File: config.mk
export PLATFORM = sky130hd
export DESIGN_NAME = debug_responder_flat
export DESIGN_NICKNAME = d
export VERILOG_FILES = /design/src/rtl/debug_responder_if.sv /design/src/rtl/debug_responder.sv /design/src/flat_wrapper.sv
export SDC_FILE = /design/constraint.sdc
export NUM_CORES = 1
export LEC_CHECK = 0
export CORE_MARGIN = 3
export CORE_UTILIZATION = 40
export DETAILED_ROUTE_END_ITERATION = 7
export GPL_ROUTABILITY_DRIVEN = 0
export PLACE_DENSITY = 0.71
export SETUP_SLACK_MARGIN = 0.5
export SLEW_MARGIN = 40
export SYNTH_ARGS = -nofsm -noshare
export SYNTH_HDL_FRONTEND = slang
export SYNTH_SLANG_ARGS = --single-unit
File: constraint.sdc
create_clock -name clk -period 8.7 [get_ports clk]
set_clock_uncertainty 0.2 [all_clocks]
set_input_delay 0.87 -clock clk [delete_from_list [all_inputs] [get_ports clk]]
set_output_delay 0.87 -clock clk [all_outputs]
set_load 0.01 [all_outputs]
File: src/rtl/debug_responder_if.sv
// Debug register bus between debug_controller (master) and debug_responder (slave).
// dbg_req is a level held until dbg_ack; dbg_dout is valid while dbg_ack=1.
interface debug_responder_if;
    logic [1:0]  dbg_addr;
    logic [31:0] dbg_din;
    logic [31:0] dbg_dout;
    logic        dbg_wr_en;
    logic        dbg_req;
    logic        dbg_ack;

    modport master (
        output dbg_addr, dbg_din, dbg_wr_en, dbg_req,
        input  dbg_dout, dbg_ack
    );

    modport slave (
        input  dbg_addr, dbg_din, dbg_wr_en, dbg_req,
        output dbg_dout, dbg_ack
    );
endinterface

File: src/rtl/debug_responder.sv
// SoC-side target of the debug register bus: CMD/ADDR/DATA/STATUS registers and a
// single-outstanding command launch to the CPU debug port, with optional timeout.
module debug_responder #(
    parameter int unsigned CMD_WIDTH = 4,
    parameter int unsigned TIMEOUT   = 1024
) (
    input  logic                 clk,
    input  logic                 rst,
    debug_responder_if.slave     bus,
    output logic                 cmd_valid,
    output logic [CMD_WIDTH-1:0] cmd,
    output logic [31:0]          cmd_addr,
    output logic [31:0]          cmd_wdata,
    input  logic                 cmd_done,
    input  logic [31:0]          cmd_rdata
);

    localparam int unsigned CNT_W = (TIMEOUT == 0) ? 1 : $clog2(TIMEOUT + 1);

    typedef enum logic [1:0] {
        S_IDLE,
        S_ACK,
        S_EXEC,
        S_RELEASE
    } state_t;

    state_t               state_q, state_d;
    logic [CMD_WIDTH-1:0] cmd_q, cmd_d;
    logic [31:0]          addr_q, addr_d;
    logic [31:0]          data_q, data_d;
    logic [31:0]          dout_q, dout_d;
    logic                 err_q, err_d;
    logic [CNT_W-1:0]     cnt_q, cnt_d;
    logic                 timeout_hit;

    // Counter already shows TIMEOUT-1 elapsed cycles: this edge is the TIMEOUT-th.
    always_comb begin
        timeout_hit = (TIMEOUT != 0) && (cnt_q == CNT_W'(TIMEOUT - 1));
    end

    always_comb begin
        state_d = state_q;
        cmd_d   = cmd_q;
        addr_d  = addr_q;
        data_d  = data_q;
        dout_d  = dout_q;
        err_d   = err_q;
        cnt_d   = cnt_q;

        unique case (state_q)
            S_IDLE: begin
                if (bus.dbg_req) begin
                    state_d = S_ACK;
                    if (bus.dbg_wr_en) begin
                        unique case (bus.dbg_addr)
                            2'd0: cmd_d  = bus.dbg_din[CMD_WIDTH-1:0];
                            2'd1: addr_d = bus.dbg_din;
                            2'd2: data_d = bus.dbg_din;
                            2'd3: begin
                                state_d = S_EXEC;
                                cnt_d   = '0;
                            end
                        endcase
                    end else begin
                        unique case (bus.dbg_addr)
                            2'd0: dout_d = 32'(cmd_q);
                            2'd1: dout_d = addr_q;
                            2'd2: dout_d = data_q;
                            2'd3: begin
                                dout_d = {31'b0, err_q};
                                err_d  = 1'b0;
                            end
                        endcase
                    end
                end
            end
            S_EXEC: begin
                if (cnt_q != CNT_W'(TIMEOUT)) begin
                    cnt_d = cnt_q + CNT_W'(1);
                end
                if (cmd_done) begin
                    data_d  = cmd_rdata;
                    state_d = S_ACK;
                end else if (timeout_hit) begin
                    err_d   = 1'b1;
                    state_d = S_ACK;
                end
            end
            S_ACK: begin
                state_d = S_RELEASE;
            end
            S_RELEASE: begin
                if (!bus.dbg_req) begin
                    state_d = S_IDLE;
                end
            end
        endcase
    end

    always_ff @(posedge clk or posedge rst) begin
        if (rst) begin
            state_q <= S_IDLE;
            cmd_q   <= '0;
            addr_q  <= '0;
            data_q  <= '0;
            dout_q  <= '0;
            err_q   <= 1'b0;
            cnt_q   <= '0;
        end else begin
            state_q <= state_d;
            cmd_q   <= cmd_d;
            addr_q  <= addr_d;
            data_q  <= data_d;
            dout_q  <= dout_d;
            err_q   <= err_d;
            cnt_q   <= cnt_d;
        end
    end

    // Outputs decode straight from the state register so reset drops them at once.
    assign bus.dbg_ack  = (state_q == S_ACK);
    assign bus.dbg_dout = dout_q;
    assign cmd_valid    = (state_q == S_EXEC);
    assign cmd          = cmd_q;
    assign cmd_addr     = addr_q;
    assign cmd_wdata    = data_q;

endmodule

File: src/flat_wrapper.sv
// flat-port wrapper written by rule: the top's interface ports become plain ports
module debug_responder_flat 
#(
    parameter int unsigned CMD_WIDTH = 4,
    parameter int unsigned TIMEOUT   = 1024
)
  (clk, rst, cmd_valid, cmd, cmd_addr, cmd_wdata, cmd_done, cmd_rdata, bus_dbg_addr, bus_dbg_din, bus_dbg_wr_en, bus_dbg_req, bus_dbg_dout, bus_dbg_ack);
  debug_responder_if bus_i ();
  input  logic clk;
  input  logic rst;
  output logic cmd_valid;
  output logic [CMD_WIDTH-1:0] cmd;
  output logic [31:0] cmd_addr;
  output logic [31:0] cmd_wdata;
  input  logic cmd_done;
  input  logic [31:0] cmd_rdata;
  input wire logic [$bits(bus_i.dbg_addr)-1:0] bus_dbg_addr;
  input wire logic [$bits(bus_i.dbg_din)-1:0] bus_dbg_din;
  input wire logic [$bits(bus_i.dbg_wr_en)-1:0] bus_dbg_wr_en;
  input wire logic [$bits(bus_i.dbg_req)-1:0] bus_dbg_req;
  output wire logic [$bits(bus_i.dbg_dout)-1:0] bus_dbg_dout;
  output wire logic [$bits(bus_i.dbg_ack)-1:0] bus_dbg_ack;
  assign bus_i.dbg_addr = bus_dbg_addr;
  assign bus_i.dbg_din = bus_dbg_din;
  assign bus_i.dbg_wr_en = bus_dbg_wr_en;
  assign bus_i.dbg_req = bus_dbg_req;
  assign bus_dbg_dout = bus_i.dbg_dout;
  assign bus_dbg_ack = bus_i.dbg_ack;
  debug_responder #(.CMD_WIDTH(CMD_WIDTH), .TIMEOUT(TIMEOUT)) u_core (.clk(clk), .rst(rst), .bus(bus_i), .cmd_valid(cmd_valid), .cmd(cmd), .cmd_addr(cmd_addr), .cmd_wdata(cmd_wdata), .cmd_done(cmd_done), .cmd_rdata(cmd_rdata));
endmodule
# ---- Word-level counts from Yosys, hierarchy flattened
# Index checks and enable logic that the tools add are counted.
dict set report op_classes {
  addsub 1
  n_eq_ne 19
  mux 24
  bitwise 1
  n_reduce_logical 10
}
# cell count
set ops {}
lappend ops {{$mux W32} 4}
lappend ops {{$pmux W32 S4} 1}
lappend ops {{$pmux W32 S2} 1}
lappend ops {{$mux W11} 4}
lappend ops {{$pmux W11 S2} 1}
lappend ops {{$ne A2 B2 Y1 const B} 7}
lappend ops {{$mux W2} 6}
lappend ops {{$add A11 B1 Y11 const B} 1}
lappend ops {{$eq A11 B10 Y1 const B} 1}
lappend ops {{$ne A11 B11 Y1 const B} 1}
lappend ops {{$reduce_and A5 Y1} 2}
lappend ops {{$eq A2 B2 Y1 const B} 4}
lappend ops {{$pmux W2 S4} 1}
lappend ops {{$reduce_and A4 Y1} 2}
lappend ops {{$ne A2 B1 Y1 const B} 3}
lappend ops {{$reduce_and A3 Y1} 2}
lappend ops {{$reduce_and A6 Y1} 1}
lappend ops {{$mux W1} 5}
lappend ops {{$eq A2 B1 Y1 const B} 2}
lappend ops {{$logic_not A2 Y1} 2}
lappend ops {{$ne A3 B1 Y1 const B} 1}
lappend ops {{$pmux W1 S2} 1}
lappend ops {{$reduce_bool A2 Y1} 1}
lappend ops {{$not A1 Y1} 1}
dict set report word_totals {
  register_bits 114
  inputBits 71
  out_inout_bits 102
  wordCells 62
}

# ---- Longest topological paths before layout
# Gate-level depths: netlist of the first run.
dict set report depth {
  word_depth 5
  mapped_depth 7
  ltp_nobuf 6
}

# ---- Worst setup path after synthesis of the first run
# Ideal clock, no wire load.
dict set report synth_timing {
  path_kind {input to register}
  start {input bus_dbg_addr[1]}
  end {register u_core.cnt_q[8]}
  setup_ns 0.082
  arrival_time_ns 2.003
  required_time_ns 8.418
  setup_slack_ns 6.415
  cell_stages 5
  n_path_buf 1
  cell_sequence {buf_2 -> nand4_1 -> a21oi_4 -> or3b_1 -> a31oi_1}
}
dict set report synth_between {
  elab_chain_len 3
}
# item line_no
set synth_rtl {}
lappend synth_rtl {{from (decl)} flat_wrapper.sv:17} ;# input wire logic [$bits(bus_i.dbg_addr)-1:0] bus_dbg_addr;
lappend synth_rtl {{$eq A2 B2 Y1} debug_responder.sv:55} ;# unique case (bus.dbg_addr)
lappend synth_rtl {{$ne A2 B2 Y1 (no source line)} -}
lappend synth_rtl {{$reduce_and A5 Y1 (no source line)} -}
lappend synth_rtl {{to (signal assigned)} debug_responder.sv:116} ;# cnt_q <= cnt_d;
lappend synth_rtl {{to (decl)} debug_responder.sv:33} ;# logic [CNT_W-1:0] cnt_q, cnt_d;
# No other way between the ends.
# A chain may end at the register's enable or synchronous reset.

# ---- Worst setup path in the final report of the first run
dict set report layout_timing {
  start {register u_core.state_q[0]}
  end {output cmd_valid}
}
dict set report layout_between {
  elab_chain_len 1
}
# item line_no
set layout_rtl {}
lappend layout_rtl {{from (decl)} debug_responder.sv:27} ;# state_t state_q, state_d;
lappend layout_rtl {{from (signal assigned)} debug_responder.sv:110} ;# state_q <= state_d;
lappend layout_rtl {{$eq A2 B2 Y1} debug_responder.sv:123} ;# assign cmd_valid = (state_q == S_EXEC);
lappend layout_rtl {{to (decl)} flat_wrapper.sv:11} ;# output logic cmd_valid;
# No other way between the ends.

==> results of run 1 <==
report_power, final:
| group | internal (mW) | switching [mW] |
|---|---|---|
| clock | 0.506 | 0.229 |
| combinational | 0.607 | 0.484 |
| sequential | 0.756 | 0.184 |
| total | 1.87 | 0.896 |
cells by family after synthesis:
kind of cell	synth area share [%]
AOI/OAI and AO/OA	18.1
DFF	53.7
and+or+nand+nor	6.98
muxes	15.8
buffers and inverters	3.75
adders and majority gates	1.41
xor gates and xnor gates	0.165
metal layers:
| layer | vias to the layer above | GRT usage (%) | share of wire (%) |
|---|---|---|---|
| li1 | 2089 | - | - |
| met1 | 2205 | 27.2 | 43 |
| met2 | 190 | 33.9 | 50 |
| met3 | 25 | 4.76 | 5.7 |
| met4 | 0 | 9.45 | 2.1 |
| met5 | - | 0 | 0 |
through the flow:
stage	utilization [%]	power (mW)	instances
6_report	61.2	2.76	826
5_1_grt	61.2	2.92	826
4_1_cts	61.2	2.79	826
3_5_place_dp	56.2	2.04	795
3_3_place_gp	56.0	2.01	793
2_1_floorplan	-	1.43	480
cell usage in the layout (no fill, tap or decap), types with 2 or more instances in the layout:
cell type and n:
clkdlybuf4s50_1 172, dfrtp_1 114, nand2_1 43, mux2i_1 39
a21oi_1 39, mux2_2 38, o21ai_0 37, a31oi_1 33
a22oi_1 28, clkbuf_16 17, inv_1 9, nand3_1 8
o21ai_1 6, nor2_1 6, ha_1 5, buf_4 5
nand4_1 4, clkbuf_8 4, bufinv_16 4, clkinv_2 4
nor3_1 3, nor4_1 3, or4_1 2, or3_1 2
o31ai_1 2, clkinvlp_4 2, buf_8 2
state kept, by name, indices dropped and copies added (netlist names):
name / count
u_core.state_q: 2
u_core.cnt_q: 11
u_core.cmd: 4
u_core.cmd_addr: 32
u_core.err_q: 1
u_core.bus.dbg_dout: 32
u_core.cmd_wdata: 32
area by class of cell:
cell class,count,share of cell area (%)
tap,172,2.75
inverter,10,0.512
clock buffer,21,6.14
clock inverter,10,1.98
multi-input combinational,319,29.1
timing repair buffer,180,23.0
sequential,114,36.5
critical path, stage by stage (launching register included):
cell,delay (ns)
dfrtp_1,0.40
inv_1,0.12
ha_2,0.38
buf_4,0.56
clkdlybuf4s50_1,0.66
path summary, 6_finish.rpt:
kind                                          from                      end  slack, ns  cells after the start
max in group asynchronous                      rst         u_core.cnt_q[10]       6.57                      3
setup / recovery                 u_core.state_q[0]                cmd_valid       5.08                      4
min in group asynchronous                      rst  u_core.bus.dbg_dout[27]       0.74                      2
hold reg to reg            u_core.bus.dbg_dout[21]  u_core.bus.dbg_dout[21]       0.28                      2
setup reg to reg                 u_core.state_q[0]     u_core.cmd_wdata[12]       5.47                      8
hold / removal             u_core.bus.dbg_dout[21]  u_core.bus.dbg_dout[21]       0.28                      2
==> reports/qor.csv, run 1 <==
stage,metric,value,unit
timing,worstMarginPinSlew,0.724,ns
clocking,clk_latency,0.40,ns
setup_path,critPathCaptureType,output port,
setup_path,required,7.63,ns
timing,max-slew-margin-rel,51.7,%
synth,seq_area_frac_synth,53.7,%
placement,io_buffers,172,
power_and_ir_drop,p_per_area,353,mW/mm2
drt,drcViolationCount,0,
worst_hold_path,hold_path.class,reg2reg,
floorplanning,io_pins,173,
drt,drt_pass1_iterations,5,
synth,synth_common_cells,"dfrtp_1 (114), nand2_1 (43), a21oi_1 (39), mux2i_1 (39), mux2_2 (38)",
finish,register_area,0.00285,mm2
setup_path,crit_type,reg2out,
floorplanning,design.core.area,0.0128,mm2
floorplanning,die_area,0.0147,mm2
timing,drv_slew,0,
drt,wire_per_inst,18.3,um
finish,fillerInstances,1001,
finish,multi_input_area,0.00228,mm2
finish,area_delta_synth_final,47.4,%
floorplanning,die_y,121,um
synth,syn-cell-area,0.00531,mm2
synth,syn_nets,557,
timing,layout_setup_ws,5.08,ns
clocking,cts.htree.levels,4,
synth,synth_ff_type,dfrtp_1,
timing,finalHoldViolCount,0,
power_and_ir_drop,vdd_drop_max,0.161,mV
timing,rsz0062_at_grt,false,
timing,min_period_over_period,41.6,%
clocking,cts_hold_buffers,0,
synth,syn_inst,480,
timing,timing.hold.ws,0.278,ns
placement,postPlaceCellArea,0.00718,mm2
floorplanning,initial_core_util,41.6,%
grt,overflow,0,
clocking,cts-root-buf,clkbuf_16,
grt,grt_pass1_vias,4635,
clocking,cts_setup_buffers,0,
clocking,cts_resized,0,
timing,fmax,277,MHz
floorplanning,fp-row-count,41,
grt,grt_usage,21.0,%
clocking,cts_tree,built,
timing,period_minus_slack,3.62,ns
run_status,status,"complete, no violations",
grt,antenna_found_initial,0,
synth,ys_ff_latch,114,
drt,drt-total-wl,15.2,mm
synth,synth_top_cell_area_share,53.7,%
synth,synth_warnings,0,
setup_path,crit_arrival,2.55,ns
synth,synth_cell_types,42,
timing,finalSetupViolations,0,
timing,tns,0,ns
synth,netlist.top_cell.by_area,dfrtp_1,
drt,drt_iter0_drc,285,
floorplanning,floorplan.die.width,121,um
finish,final_area,0.00782,mm2
clocking,cts.sinks,114,
clocking,clockBufferDepth,2,
drt,ant_nets,0,
clocking,cts_buffers,17,
synth,yosys.cell_count.top_type,dfrtp_1,
grt,grt_pass1_wl,24.3,mm
synth,synthTopCellsByArea,"dfrtp_1 (54%), mux2_2 (8.1%), mux2i_1 (7.4%)",
finish,drive_gt1_share,13.6,%
synth,synth_edf_count,0,
finish,diodes,0,
synth,synth.avg_cell_area,11.1,um2
setup_path,critPathLaunchType,flip-flop,
setup_path,cp_max_fo,33,
power_and_ir_drop,leakage,3.17,nW
synth,async_flop_share,100,%
placement,place_ws,4.84,ns
finish,final_nets,719,
job,maxCapViolCount,0,
drt,routed-via-count,4509,
grt,grt_max_degree,67,
drt,vias_per_cell,5.46,
clocking,clkSlewWorstSetupHoldPaths,0.05,ns
placement,dp_hpwl,10.0,mm
(Power assumes the default switching activity.)
==> inputs of run 2 (changes only) <==
==> constraint.sdc (replaced) <==
create_clock -name clk -period 3.8 [get_ports clk]
set_clock_uncertainty 0.2 [all_clocks]
set_input_delay 0.38 -clock clk [delete_from_list [all_inputs] [get_ports clk]]
set_output_delay 0.38 -clock clk [all_outputs]
set_load 0.01 [all_outputs]
==> reports/qor.csv, run 2 (same netlist as run 1, synthesis figures left out) <==
stage,metric,value,unit
clocking,cts.sinks,114,
timing,tns,0,ns
power_and_ir_drop,p_per_area,799,mW/mm2
drt,drcViolationCount,0,
timing,rsz0062_at_grt,false,
finish,drive_gt1_share,13.8,%
finish,diodes,0,
clocking,clockBufferDepth,2,
setup_path,required,3.88,ns
finish,layout_common_cells,"clkdlybuf4s50_1 (172), dfrtp_1 (114), nand2_1 (43)",
worst_hold_path,hold_path.class,in2async,
clocking,cts_resized,0,
clocking,cts_hold_buffers,0,
clocking,cts_tree,built,
timing,finalHoldViolCount,0,
floorplanning,die_area,0.0147,mm2
timing,drv_slew,0,
timing,finalSetupViolations,0,
grt,overflow,0,
placement,io_buffers,172,
drt,vias_per_cell,5.54,
finish,final_area,0.00783,mm2
drt,drt-total-wl,15.8,mm
finish,area_delta_synth_final,47.6,%
clocking,clkSlewWorstSetupHoldPaths,0.05,ns
timing,max-slew-margin-rel,52.7,%
timing,min_period_over_period,75.4,%
power_and_ir_drop,leakage,3.17,nW
placement,dp_hpwl,10.7,mm
floorplanning,design.core.area,0.0128,mm2
drt,drt_pass1_iterations,7,
drt,routed-via-count,4602,
clocking,cts-root-buf,clkbuf_16,
grt,grt_max_degree,67,
finish,final_common_cell,clkdlybuf4s50_1,
clocking,cts_buffers,17,
drt,ant_nets,0,
drt,wire_per_inst,19.0,um
power_and_ir_drop,p_total,6.26,mW
setup_path,critPathCaptureType,flip-flop,
clocking,clk_latency,0.40,ns
floorplanning,fp-row-count,41,
run_status,status,"complete, no violations",
timing,layout_setup_ws,0.935,ns
placement,postPlaceCellArea,0.00724,mm2
clocking,cts.htree.levels,4,
placement,place_ws,0.952,ns
floorplanning,floorplan.die.width,121,um
setup_path,cp_max_fo,22,
grt,grt_pass1_vias,4814,
grt,antenna_found_initial,0,
clocking,cts_setup_buffers,0,
job,maxCapViolCount,0,
floorplanning,die_y,121,um
power_and_ir_drop,vdd_drop_max,0.404,mV
floorplanning,initial_core_util,41.6,%
finish,post-route-util,61.3,%
setup_path,crit_type,reg2reg,
timing,worstMarginPinSlew,0.710,ns
timing,period_minus_slack,2.86,ns
finish,final_nets,723,
timing,timing.hold.ws,0.124,ns
finish,instances_no_fill,830,
setup_path,critPathLaunchType,flip-flop,
setup_path,crit_arrival,2.95,ns
drt,drt_iter0_drc,303,
floorplanning,io_pins,173,
grt,grt_usage,22.0,%
timing,fmax,349,MHz
grt,grt_pass1_wl,25.6,mm
placement,placedCellCount,799,
==> run 2: cell types whose count changed in the layout (fill, tap and decap cells not counted), sizes merged <==
cell / delta
clkinvlp: +1
bufinv: -1
clkinv: +1
buf: +4
inv: -1
==> run 2: worst paths after layout <==
check | start | slack [ns] | depth (start not counted) | end
setup / recovery | u_core.state_q[0] | 0.94 | 6 | u_core.cmd_addr[27]
hold / removal | rst | 0.12 | 2 | u_core.cmd_wdata[0]
setup reg to reg | u_core.state_q[0] | 0.94 | 6 | u_core.cmd_addr[27]
hold reg to reg | u_core.bus.dbg_dout[24] | 0.27 | 2 | u_core.bus.dbg_dout[24]
max in group asynchronous | rst | 2.55 | 4 | u_core.cmd_wdata[21]
min in group clk | u_core.bus.dbg_dout[24] | 0.27 | 2 | u_core.bus.dbg_dout[24]
==> run 2: layout make-up <==
class	count	area, um2
inverter	10	41.3
fill	1046	4940
tap	172	215
clock buffer	21	460
sequential	114	2850
multi-input combinational	319	2270
clock inverter	10	134
timing repair buffer	184	1860
==> run 2: worst max-delay path, cell delays in order (launching register included) <==
cell	delay (ns)
dfrtp_1	0.40
inv_1	0.11
ha_1	0.47
nand3_1	0.35
nor2b_4	0.41
buf_4	0.40
mux2_2	0.38
==> run 2: metal layers <==
| layer | GRT usage, % | up-vias | share of wire [%] |
|---|---|---|---|
| met2 | 37.2 | 191 | 52 |
| met4 | 7.42 | 0 | 1.9 |
| met5 | 0 | - | 0 |
| met3 | 5.69 | 22 | 6.5 |
| met1 | 27.4 | 2284 | 40 |
| li1 | - | 2105 | - |
==> run 2: report_power, final <==
group          internal (mW)  total [mW]  switching (mW)
Sequential              1.73        2.14           0.410
Combinational           1.40        2.53            1.13
Clock                   1.06        1.59           0.536
==> inputs of run 3 (changes only) <==
--- a/config.mk
+++ b/config.mk
@@ -9,7 +9,7 @@
 export CORE_UTILIZATION = 40
 export DETAILED_ROUTE_END_ITERATION = 7
 export GPL_ROUTABILITY_DRIVEN = 0
-export PLACE_DENSITY = 0.71
+export PLACE_DENSITY = 0.74
 export SETUP_SLACK_MARGIN = 0.5
 export SLEW_MARGIN = 40
 export SYNTH_ARGS = -nofsm -noshare
==> constraint.sdc (replaced) <==
create_clock -name clk -period 2.6 [get_ports clk]
set_clock_uncertainty 0.2 [all_clocks]
set_input_delay 0.26 -clock clk [delete_from_list [all_inputs] [get_ports clk]]
set_output_delay 0.26 -clock clk [all_outputs]
set_load 0.01 [all_outputs]
==> reports/qor.csv, run 3 (same netlist as run 1, synthesis figures left out) <==
stage,metric,value,unit
setup_path,startpoint,u_core.state_q[1],
timing,rsz0062_at_grt,false,
setup_path,r2r_start,u_core.cnt_q[2],
grt,antenna_found_initial,0,
timing,max-slew-margin-rel,58.5,%
drt,wire_per_inst,19.0,um
placement,placedCellCount,802,
floorplanning,die_y,121,um
placement,io_buffers,172,
timing,min_period_over_period,77.5,%
worst_hold_path,hold_path.class,in2async,
grt,grt_max_degree,115,
power_and_ir_drop,p_per_area,1180,mW/mm2
clocking,clkSlewWorstSetupHoldPaths,0.06,ns
finish,final_common_cell,clkdlybuf4s50_1,
drt,drt-total-wl,16.1,mm
job,maxCapViolCount,0,
finish,fillerInstances,1011,
setup_path,worst_path_most_repeated_cell,buf_4,
clocking,cts.htree.levels,4,
grt,grt_pass1_vias,4941,
placement,dp_hpwl,10.2,mm
timing,finalSetupViolations,0,
clocking,clk_latency,0.40,ns
grt,grt_usage,22.1,%
drt,drcViolationCount,0,
finish,register_area,0.00285,mm2
drt,drt_pass1_iterations,5,
power_and_ir_drop,vdd_drop_max,0.523,mV
floorplanning,initial_core_util,41.6,%
clocking,clockBufferDepth,2,
setup_path,crit_arrival,1.55,ns
finish,layout_common_cells,"clkdlybuf4s50_1 (170), dfrtp_1 (114), nand2_1 (43)",
setup_path,cp_max_fo,5,
grt,overflow,0,
setup_path,path_cells,buf_4 -> ha_4 -> buf_4 -> dlygate4sd2_1,
setup_path,critPathCaptureType,output port,
floorplanning,fp-row-count,41,
timing,tns,0,ns
drt,routed-via-count,4674,
finish,drive_gt1_share,17.1,%
drt,vias_per_cell,5.52,
setup_path,critPathLaunchType,flip-flop,
grt,grt_pass1_wl,25.7,mm
timing,period_minus_slack,2.01,ns
run_status,status,"complete, no violations",
setup_path,crit_type,reg2out,
timing,fmax,496,MHz
floorplanning,die_area,0.0147,mm2
setup_path,cp_slowest_stage_delay,0.40,ns
timing,finalHoldViolCount,0,
drt,drt_iter0_drc,384,
power_and_ir_drop,leakage,3.30,nW
clocking,cts_buffers,17,
timing,drv_slew,0,
timing,worstMarginPinSlew,0.622,ns
clocking,cts.sinks,114,
clocking,cts-root-buf,clkbuf_16,
floorplanning,design.core.area,0.0128,mm2
finish,area_delta_synth_final,52.7,%
drt,ant_nets,0,
floorplanning,io_pins,173,
floorplanning,floorplan.die.width,121,um
setup_path,required,2.14,ns
setup_path,slowest_stage,dfrtp_1,
finish,diodes,0,
finish,multi_input_area,0.00234,mm2
clocking,cts_tree,built,
finish,final_nets,738,
finish,instances_no_fill,846,
run 3: per-stage QoR:
stage               total power [mW]  hold slack (ns)  instance area [um2]  util, %  setup slack (ns)
floorplan                       4.77            0.210                 5310        -             0.545
global placement                6.76            0.260                 7270     56.9             0.367
detailed placement              6.88            0.271                 7270     56.9             0.320
CTS                             9.51            0.226                 7990     62.6             0.468
global route                    10.1            0.243                 8100     63.4             0.496
finish                          9.57            0.168                 8100     63.4             0.585
run 3: path summary, 6_finish.rpt:
check                                          endpoint  cells after the start  slack (ns)
worst max-delay path                          cmd_valid                      4        0.59
worst min-delay path                u_core.cmd_wdata[2]                      3        0.17
worst max register to register          u_core.cnt_q[6]                      4        0.59
worst min register to register  u_core.bus.dbg_dout[31]                      2        0.28
max in group asynchronous          u_core.cmd_wdata[30]                      3        1.54
min in group clk                u_core.bus.dbg_dout[31]                      2        0.28
run 3: power by group:
group	switching [mW]	total, mW	internal, mW
Combinational	1.73	3.94	2.22
Clock	0.826	2.49	1.66
Sequential	0.608	3.14	2.53
Total	3.16	9.57	6.41
run 3: worst max-delay path, delay by kind of cell (launching register included):
family     cells  cell delay, ns
flops          1            0.40
buf+inv        3            0.58
fa+ha+maj      1            0.18
run 3: layer usage:
| metal | share of wire (%) | wire [um] | GRT usage [%] | vias to the layer above |
|---|---|---|---|---|
| met4 | 1.8 | 296 | 7.49 | 0 |
| met2 | 49 | 7880 | 36.6 | 192 |
| met3 | 7.2 | 1160 | 5.55 | 26 |
| met1 | 42 | 6740 | 28.4 | 2314 |
| li1 | - | - | - | 2142 |
| met5 | 0 | 0 | 0 | - |
run 3: timing repair:
item                                    CTS  global route
cloned                                    1             0
pin swaps                                 1             2
hold buffers                              0             0
setup buffers                             2             9
gates resized for setup                   9             9
endpoints found under the setup margin   33            40
run 3: final cells by class:
class / instances / share of cell area, %
Sequential cell: 114 / 35.2
Multi-Input combinational cell: 319 / 28.8
Timing Repair Buffer: 199 / 24.9
Clock buffer: 21 / 5.68
Tap cell: 172 / 2.66
Clock inverter: 11 / 2.18
Inverter: 10 / 0.556
